`src/rtl/shreg_pkg.sv`:
```
// Shared types for the universal shift register: shift modes and burst FSM states.
package shreg_pkg;

   typedef enum logic [1:0] {
      SH_SLL = 2'd0,
      SH_SRL = 2'd1,
      SH_ROL = 2'd2,
      SH_ROR = 2'd3
   } shift_mode_e;

   typedef enum logic {
      S_IDLE = 1'b0,
      S_RUN  = 1'b1
   } state_e;

endpackage

```
`src/rtl/shreg_step.sv`:
```
// One combinational shift/rotate step; shared by the single-step and burst paths.
module shreg_step
   import shreg_pkg::*;
#(
   parameter int unsigned WIDTH = 8
) (
   input  logic [WIDTH-1:0] i_q,
   input  shift_mode_e      i_mode,
   input  logic             i_serial_in,
   output logic [WIDTH-1:0] o_q_next,
   output logic             o_out_bit
);

   always_comb begin
      o_q_next  = i_q;
      o_out_bit = 1'b0;
      unique case (i_mode)
         SH_SLL: begin
            o_q_next  = {i_q[WIDTH-2:0], i_serial_in};
            o_out_bit = i_q[WIDTH-1];
         end
         SH_SRL: begin
            o_q_next  = {i_serial_in, i_q[WIDTH-1:1]};
            o_out_bit = i_q[0];
         end
         SH_ROL: begin
            o_q_next  = {i_q[WIDTH-2:0], i_q[WIDTH-1]};
            o_out_bit = i_q[WIDTH-1];
         end
         SH_ROR: begin
            o_q_next  = {i_q[0], i_q[WIDTH-1:1]};
            o_out_bit = i_q[0];
         end
         default: begin
            o_q_next  = i_q;
            o_out_bit = 1'b0;
         end
      endcase
   end

endmodule

```
`src/rtl/shift_register_universal.sv`:
```
// Parametrised universal shift register with load, single-step shifts and an
// autonomous N-shift burst engine reporting busy/done.
module shift_register_universal
   import shreg_pkg::*;
#(
   parameter int unsigned WIDTH = 8,
   parameter int unsigned CNT_W = $clog2(WIDTH + 1)
) (
   input  logic             clk,
   input  logic             rst,
   input  logic             load_en,
   input  logic [WIDTH-1:0] data_in,
   input  logic             shift_en,
   input  logic [1:0]       mode,
   input  logic             serial_in,
   input  logic             burst_start,
   input  logic [CNT_W-1:0] burst_len,
   output logic [WIDTH-1:0] data_out,
   output logic             serial_out,
   output logic             busy,
   output logic             done,
   output logic             zero
);

   state_e           r_state, w_state_d;
   shift_mode_e      r_mode, w_mode_d;
   logic [CNT_W-1:0] r_cnt, w_cnt_d;
   logic [WIDTH-1:0] r_data, w_data_d;
   logic             r_sout, w_sout_d;
   logic             r_done, w_done_d;

   shift_mode_e      w_step_mode;
   logic [WIDTH-1:0] w_step_q;
   logic             w_step_out;
   logic [CNT_W-1:0] w_len_sat;

   // A running burst uses the mode latched at start; idle steps use the live mode.
   assign w_step_mode = (r_state == S_RUN) ? r_mode : shift_mode_e'(mode);
   assign w_len_sat   = (burst_len > CNT_W'(WIDTH)) ? CNT_W'(WIDTH) : burst_len;

   shreg_step #(
      .WIDTH (WIDTH)
   ) u_step (
      .i_q         (r_data),
      .i_mode      (w_step_mode),
      .i_serial_in (serial_in),
      .o_q_next    (w_step_q),
      .o_out_bit   (w_step_out)
   );

   always_ff @(posedge clk) begin
      if (!rst) begin
         r_state <= S_IDLE;
         r_mode  <= SH_SLL;
         r_cnt   <= '0;
         r_data  <= '0;
         r_sout  <= 1'b0;
         r_done  <= 1'b0;
      end else begin
         r_state <= w_state_d;
         r_mode  <= w_mode_d;
         r_cnt   <= w_cnt_d;
         r_data  <= w_data_d;
         r_sout  <= w_sout_d;
         r_done  <= w_done_d;
      end
   end

   always_comb begin
      w_state_d = r_state;
      w_mode_d  = r_mode;
      w_cnt_d   = r_cnt;
      w_data_d  = r_data;
      w_sout_d  = r_sout;
      w_done_d  = 1'b0;
      if (load_en) begin
         w_data_d  = data_in;
         w_sout_d  = 1'b0;
         w_state_d = S_IDLE;
         w_cnt_d   = '0;
      end else if (r_state == S_RUN) begin
         w_data_d = w_step_q;
         w_sout_d = w_step_out;
         w_cnt_d  = r_cnt - CNT_W'(1);
         if (r_cnt == CNT_W'(1)) begin
            w_state_d = S_IDLE;
            w_done_d  = 1'b1;
         end
      end else if (burst_start) begin
         w_mode_d = shift_mode_e'(mode);
         w_cnt_d  = w_len_sat;
         if (w_len_sat == '0) begin
            w_done_d = 1'b1;
         end else begin
            w_state_d = S_RUN;
         end
      end else if (shift_en) begin
         w_data_d = w_step_q;
         w_sout_d = w_step_out;
      end
   end

   always_comb begin
      data_out   = r_data;
      serial_out = r_sout;
      busy       = (r_state == S_RUN);
      done       = r_done;
      zero       = (r_data == '0);
   end

endmodule
```
`config.mk`:
```
export PLATFORM = sky130hd
export DESIGN_NAME = shift_register_universal
export DESIGN_NICKNAME = d
export VERILOG_FILES = /design/src/rtl/shreg_pkg.sv /design/src/rtl/shreg_step.sv /design/src/rtl/shift_register_universal.sv
export SDC_FILE = /design/constraint.sdc
export NUM_CORES = 1
export LEC_CHECK = 0
export ABC_CLOCK_PERIOD_IN_PS = 1100
export CAP_MARGIN = 20
export CELL_PAD_IN_SITES_DETAIL_PLACEMENT = 1
export CELL_PAD_IN_SITES_GLOBAL_PLACEMENT = 1
export CORE_MARGIN = 10
export CORE_UTILIZATION = 30
export CTS_CLUSTER_SIZE = 25
export DETAILED_ROUTE_END_ITERATION = 7
export HOLD_SLACK_MARGIN = 0.05
export PLACE_DENSITY_LB_ADDON = 0.25
export SETUP_SLACK_MARGIN = 0.05
export SYNTH_ARGS = -nofsm -noshare
export SYNTH_HDL_FRONTEND = slang
export SYNTH_SLANG_ARGS = --single-unit
export TNS_END_PERCENT = 100
```
`constraint.sdc`:
```
create_clock -name clk -period 1.1 [get_ports clk]
set_input_delay 0.22 -clock clk [delete_from_list [all_inputs] [get_ports clk]]
set_output_delay 0.22 -clock clk [all_outputs]
set_load 0.1 [all_outputs]
```
-- Yosys cells after proc, flatten, opt, wreduce, memory -nomap -nowiden
Cells that the tools add are included.
- logic and storage cells: 50
- register bits: 17
- output and inout port bits: 12
- input port bits: 20
- memories: 0
- bits in writable memories: 0
- latch bits: 0
- ROM bits: 0
- $lt $le $gt $ge: 1
- equal/unequal tests: 6
- $add $sub $neg: 1
- bitwise logic cells: 3
- reductions and logical operators: 12
- multiply operators: 0
- mux-type cells: 21
- div/mod/pow operators: 0
- shift-type cells: 0
- operator list (kind ; count):
    8-bit 2-to-1 mux ; 4
    8-bit case mux with 4 select lines ; 1
    4-bit 2-to-1 mux ; 3
    1-bit 2-to-1 mux ; 11
    8-bit zero test ; 1
    2-bit OR reduction ; 3
    2-bit equality test (second input constant) ; 2
    4-bit by 1-bit equality test with 1-bit output (second input constant) ; 1
    4-bit > comparator (second input constant) ; 1
    4-bit zero test ; 1
    2-bit AND reduction ; 2
    2-bit nonzero test ; 2
    4-bit by 1-bit subtractor with 4-bit output (second input constant) ; 1
    3-bit by 2-bit != test with 1-bit output (second input constant) ; 1
    1-bit inverter ; 3
    3-bit AND reduction ; 1
    3-bit nonzero test ; 1
    2-bit by 1-bit equality test with 1-bit output (second input constant) ; 1
    2-bit zero test ; 1
    2-bit 2-to-1 mux ; 1
    2-bit by 1-bit != test with 1-bit output (second input constant) ; 1
    1-bit case mux with 2 select lines ; 1

-- Logic depth before layout (Yosys ltp)
- word-level depth: 7
- depth in mapped cells: 5
- depth with buffers taken out: 5

-- By module
From an unflattened synthesis, not the netlist that was laid out.
- cells, all modules: 108
- area total of the unflattened synthesis: 1038.5 um2
- modules (own cells, without submodules) (module ; sequential area each (um2) ; instances ; area an instance (um2) ; cells each):
    shift_register_universal ; 340.3 ; 1 ; 888.4 ; 94
    shreg_step ; 0.0 ; 1 ; 150.1 ; 14

-- Worst setup path before layout
OpenSTA, ideal clock, no wires.
- kind: reg-to-output
- start: register r_data[5] (netlist: data_out[5])
- end: output port zero
- data required time: 880 ps
- buffers on the path: 0
- setup slack: -1668 ps
- stages on the path, launching flop included: 3
- arrival time: 2548 ps
- path through: dfxtp_1 or4_1 nor2_1
- cells in the longest elaborated chain, start to end: 1
- ends and longest elaborated chain (what ; RTL line ; text):
    start: declaration ; shift_register_universal.sv:28 ; logic [WIDTH-1:0] r_data, w_data_d;
    start signal: assignment ; shift_register_universal.sv:63 ; r_data <= w_data_d;
    8-bit zero test ; shift_register_universal.sv:108 ; zero = (r_data == '0);
    end: declaration ; shift_register_universal.sv:22 ; output logic zero
No other way between the ends.

-- Worst setup path after layout
- start: register r_data[0] (netlist: data_out[0])
- end: output port zero
The elaborated chain is that of the path after synthesis.

==> impl_summary.md <==
Status
The run finished, with violations left. The checks that failed: setup timing.

Logic synthesis
The area share of the leading cell type in the synthesized netlist is around 33%. Among all flip-flop cells after synthesis, the most frequent one is dfxtp_1. The most instantiated library cell after synthesis is dfxtp_1. The commonest cells after synthesis are dfxtp_1 (17), inv_1 (11), mux2i_1 (11). The number of nets handed over by synthesis was around 140.

The unique cell type count in the Yosys netlist is 40. The total number of yosys warnings is 0. Sequential elements use between 30% and 40% of the synthesized area. The post-synthesis register bit count is 17.

Ranked by total cell area, the synthesized netlist is headed by dfxtp_1 (33%), mux2i_1 (11%), o221ai_1 (5.1%), nor2b_1 (4.9%), inv_1 (4.0%). The average instance in the mapped netlist occupies roughly 9.1 um2. The dominant cell type by area after synthesis is dfxtp_1. The async set-reset flop share out of synthesis is 0%. The cell area after synthesis is ~1000 um2. The cell count after synthesis is roughly 110.

Counting flops with a built-in enable in the synthesized netlist gives 0.

Global routing
The total global-route track usage is between 10% and 20%. The number of global-route vias before repair is ~1400. The pin count of the biggest net entering global routing is 11. The total congestion overflow is 0. The first global-routing pass estimated slightly below 7 mm of wire.

The number of antenna violations at the first check in global routing is 0.

Critical path
STA classifies the critical path endpoint as an output pin. The largest fanout on the critical path is 2. The slowest library cell on the worst path is or4_4. The critical path runs through a total of 3 cells.

The cell count of the worst reg-to-reg path is 4. The critical path arrival is 1.47 ns. The number of buffers and inverters on the critical path is 1. The maximum single-stage delay on the critical path is 0.54 ns. Grouping stages by cell kind, the critical path spends the most delay in simple AND/OR/NAND/NOR gates. The signal on the critical path passes through or4_4, nor2_4, buf_12. The worst endpoint required time is 0.88 ns.

STA classifies the critical path startpoint as a register. The class of the most critical setup path is reg -> out. In this run the register-to-register setup slack is -0.26 ns.

Placed design
Counting tap cells, the placed design contains a total of between 200 and 250 instances. The number of port buffers is 31. The post-place instance area is around 1700 um2. The worst slack after detailed placement is -0.5929 ns. The final weighted congestion in routability-driven placement is ~0.9. The HPWL reported at the end of detailed placement is 3.105 mm.

Timing
The final count of negative-setup-slack endpoints is 22. The count of pins over their slew limit is 0. Based on the critical path, the design can be clocked at up to around 590 MHz. At the pin with the least slew margin, the transition time is between 0.3 and 0.4 ns. Setup repair after global routing could not meet its margin everywhere. The time the final worst path needs with I/O delays and setup is roughly 1.7 ns. The minimum setup slack in the final design is -0.5922 ns. The share of the clock period used by the worst path after layout is 153.8%. Hold is met by ~0.35 ns.

The worst slew slack as a fraction of its limit is between 70% and 80%. For the final routed database, the setup TNS stands at -3.764 ns. The hold violation count in the final report is 0. The final worst clock skew is approximately 0.0045 ns.

Finish
The antenna diode count is 0. The share of cells above drive strength 1 is just under 60%. The area of all placed cells without fillers is between 2000 and 2500 um2. The area growth from synthesis to layout is 109.7%. At the end of the flow the core is filled with cells to about two thirds. At the end of the flow, the number of nets in the layout was 209. The final cell count without fillers is ~230.

Routing
The first routing iteration left a little under 60 violations. For this run, design rule violations remaining after detail routing come to 0. Before antenna repair, the detailed router went through 4 iterations.

The average wire per standard cell is 21.30 um. Detailed routing inserted a total of 1215 vias. The routed wire length is 4.942 mm. The count of nets left with antenna violations after detail routing is 0. The average via count per standard cell is 5.237.

Clock network
The root buffer cell chosen for the clock tree is clkbuf_4. The number of hold buffers added after CTS was 0. The total number of clock tree sinks is 17. In this run the number of H-tree levels came out at 1.

Clock latency on the worst-skew pair, taken at its later pin, is about 0.30 ns. The number of buffers created by CTS is 3. The CTS tree is yes. After clock tree synthesis, the clock-pin slew on the worst setup and hold paths is between 0.1 and 0.15 ns. In this run the deepest clock path goes through 2 buffers.

Run
Across the run, the number of max-cap violations was 0.

Floorplan
The area of the core region is approximately 3300 um2. During I/O placement, the number of pins put on the boundary was 32. The overall die height is approximately 79 um.

The floorplan step set the die width to 78.59 um. In this run the core area contains 21 standard-cell rows. The initial core utilization is between 30% and 40%. The die footprint is slightly above 6000 um2.

Worst hold path
The type of the tightest min-delay check is in -> reg. The hold-critical path depth is 3.

Pwr
In this run the power density over the cells is around 950 nW/um2. The analysis attributes to cell leakage a power of about 0.87 nW. The design draws 2.059 mW. The highest ir drop seen on vdd is 0.0007324 V.
[area by class of cell]
type                    count  area (um2)
repair buffers             73       819.5
well taps                  46       57.56
flip-flops and latches     17       371.6
clock inverters             1       5.005
fillers                   365        1177
clock buffers               3       22.52
multi-input cells          80       833.3
inverters                  12       50.05
[logic make-up after synthesis]
family | count (synthesis) | synth area share (%)
fa+ha+maj | 2 | 2.430
flops | 17 | 33.05
simple gates | 37 | 21.75
compound gates | 27 | 20.66
buf+inv | 16 | 7.046
mux | 14 | 15.07
[final timing paths]
kind,from,endpoint
setup / recovery,data_out[0]$_SDFFE_PN0P_,zero
hold / removal,burst_len[0],r_cnt[0]$_SDFFE_PP0P_
setup reg to reg,busy$_SDFF_PP0_,data_out[3]$_SDFFE_PN0P_
hold reg to reg,r_mode[1]$_SDFFE_PN0P_,r_mode[1]$_SDFFE_PN0P_
[registers in the layout (all words and copies together) (netlist names)]
| name | count |
|---|---|
| busy | 1 |
| r_mode | 2 |
| data_out | 8 |
| r_cnt | 4 |
| done | 1 |
| serial_out | 1 |
[per-layer routing]
layer / track usage (%) / wire [um]
met1: 14.98 / 2051
met5: 0 / 0
met4: 4.301 / 75
met2: 24.92 / 2603
met3: 3.303 / 213
[repair_timing]
action	4_1_cts	5_1_grt
pin swaps	12	12
setup buffers	8	16
setup endpoints to repair	29	29
resized for setup	41	30
[worst reg2reg max path: stages, from the launching register on]
cell and delay (ns):
dfxtp_4 0.42, mux2i_4 0.28, buf_6 0.18, mux2i_1 0.22
o221ai_1 0.13
[power by group]
group	switching (mW)	total, mW	internal [mW]
logic	0.544	1.01	0.467
clock network	0.230	0.365	0.135
registers	0.0340	0.682	0.648
total	0.808	2.06	1.25
[cell usage in the layout, fill, tap and decap left out, types with 3 or more instances in the layout]
| cell type | n |
|---|---|
| nor2b_4 | 4 |
| mux2i_1 | 9 |
| nor2b_1 | 3 |
| o221ai_1 | 6 |
| buf_8 | 3 |
| clkbuf_4 | 3 |
| clkdlybuf4s50_1 | 15 |
| dfxtp_2 | 7 |
| buf_4 | 26 |
| dfxtp_4 | 6 |
| buf_6 | 13 |
| dfxtp_1 | 4 |
| inv_1 | 9 |
| a31oi_1 | 3 |
| a211oi_2 | 3 |
| nand3_1 | 8 |
| buf_12 | 12 |
Note: power is estimated with default switching activity, not from simulation.
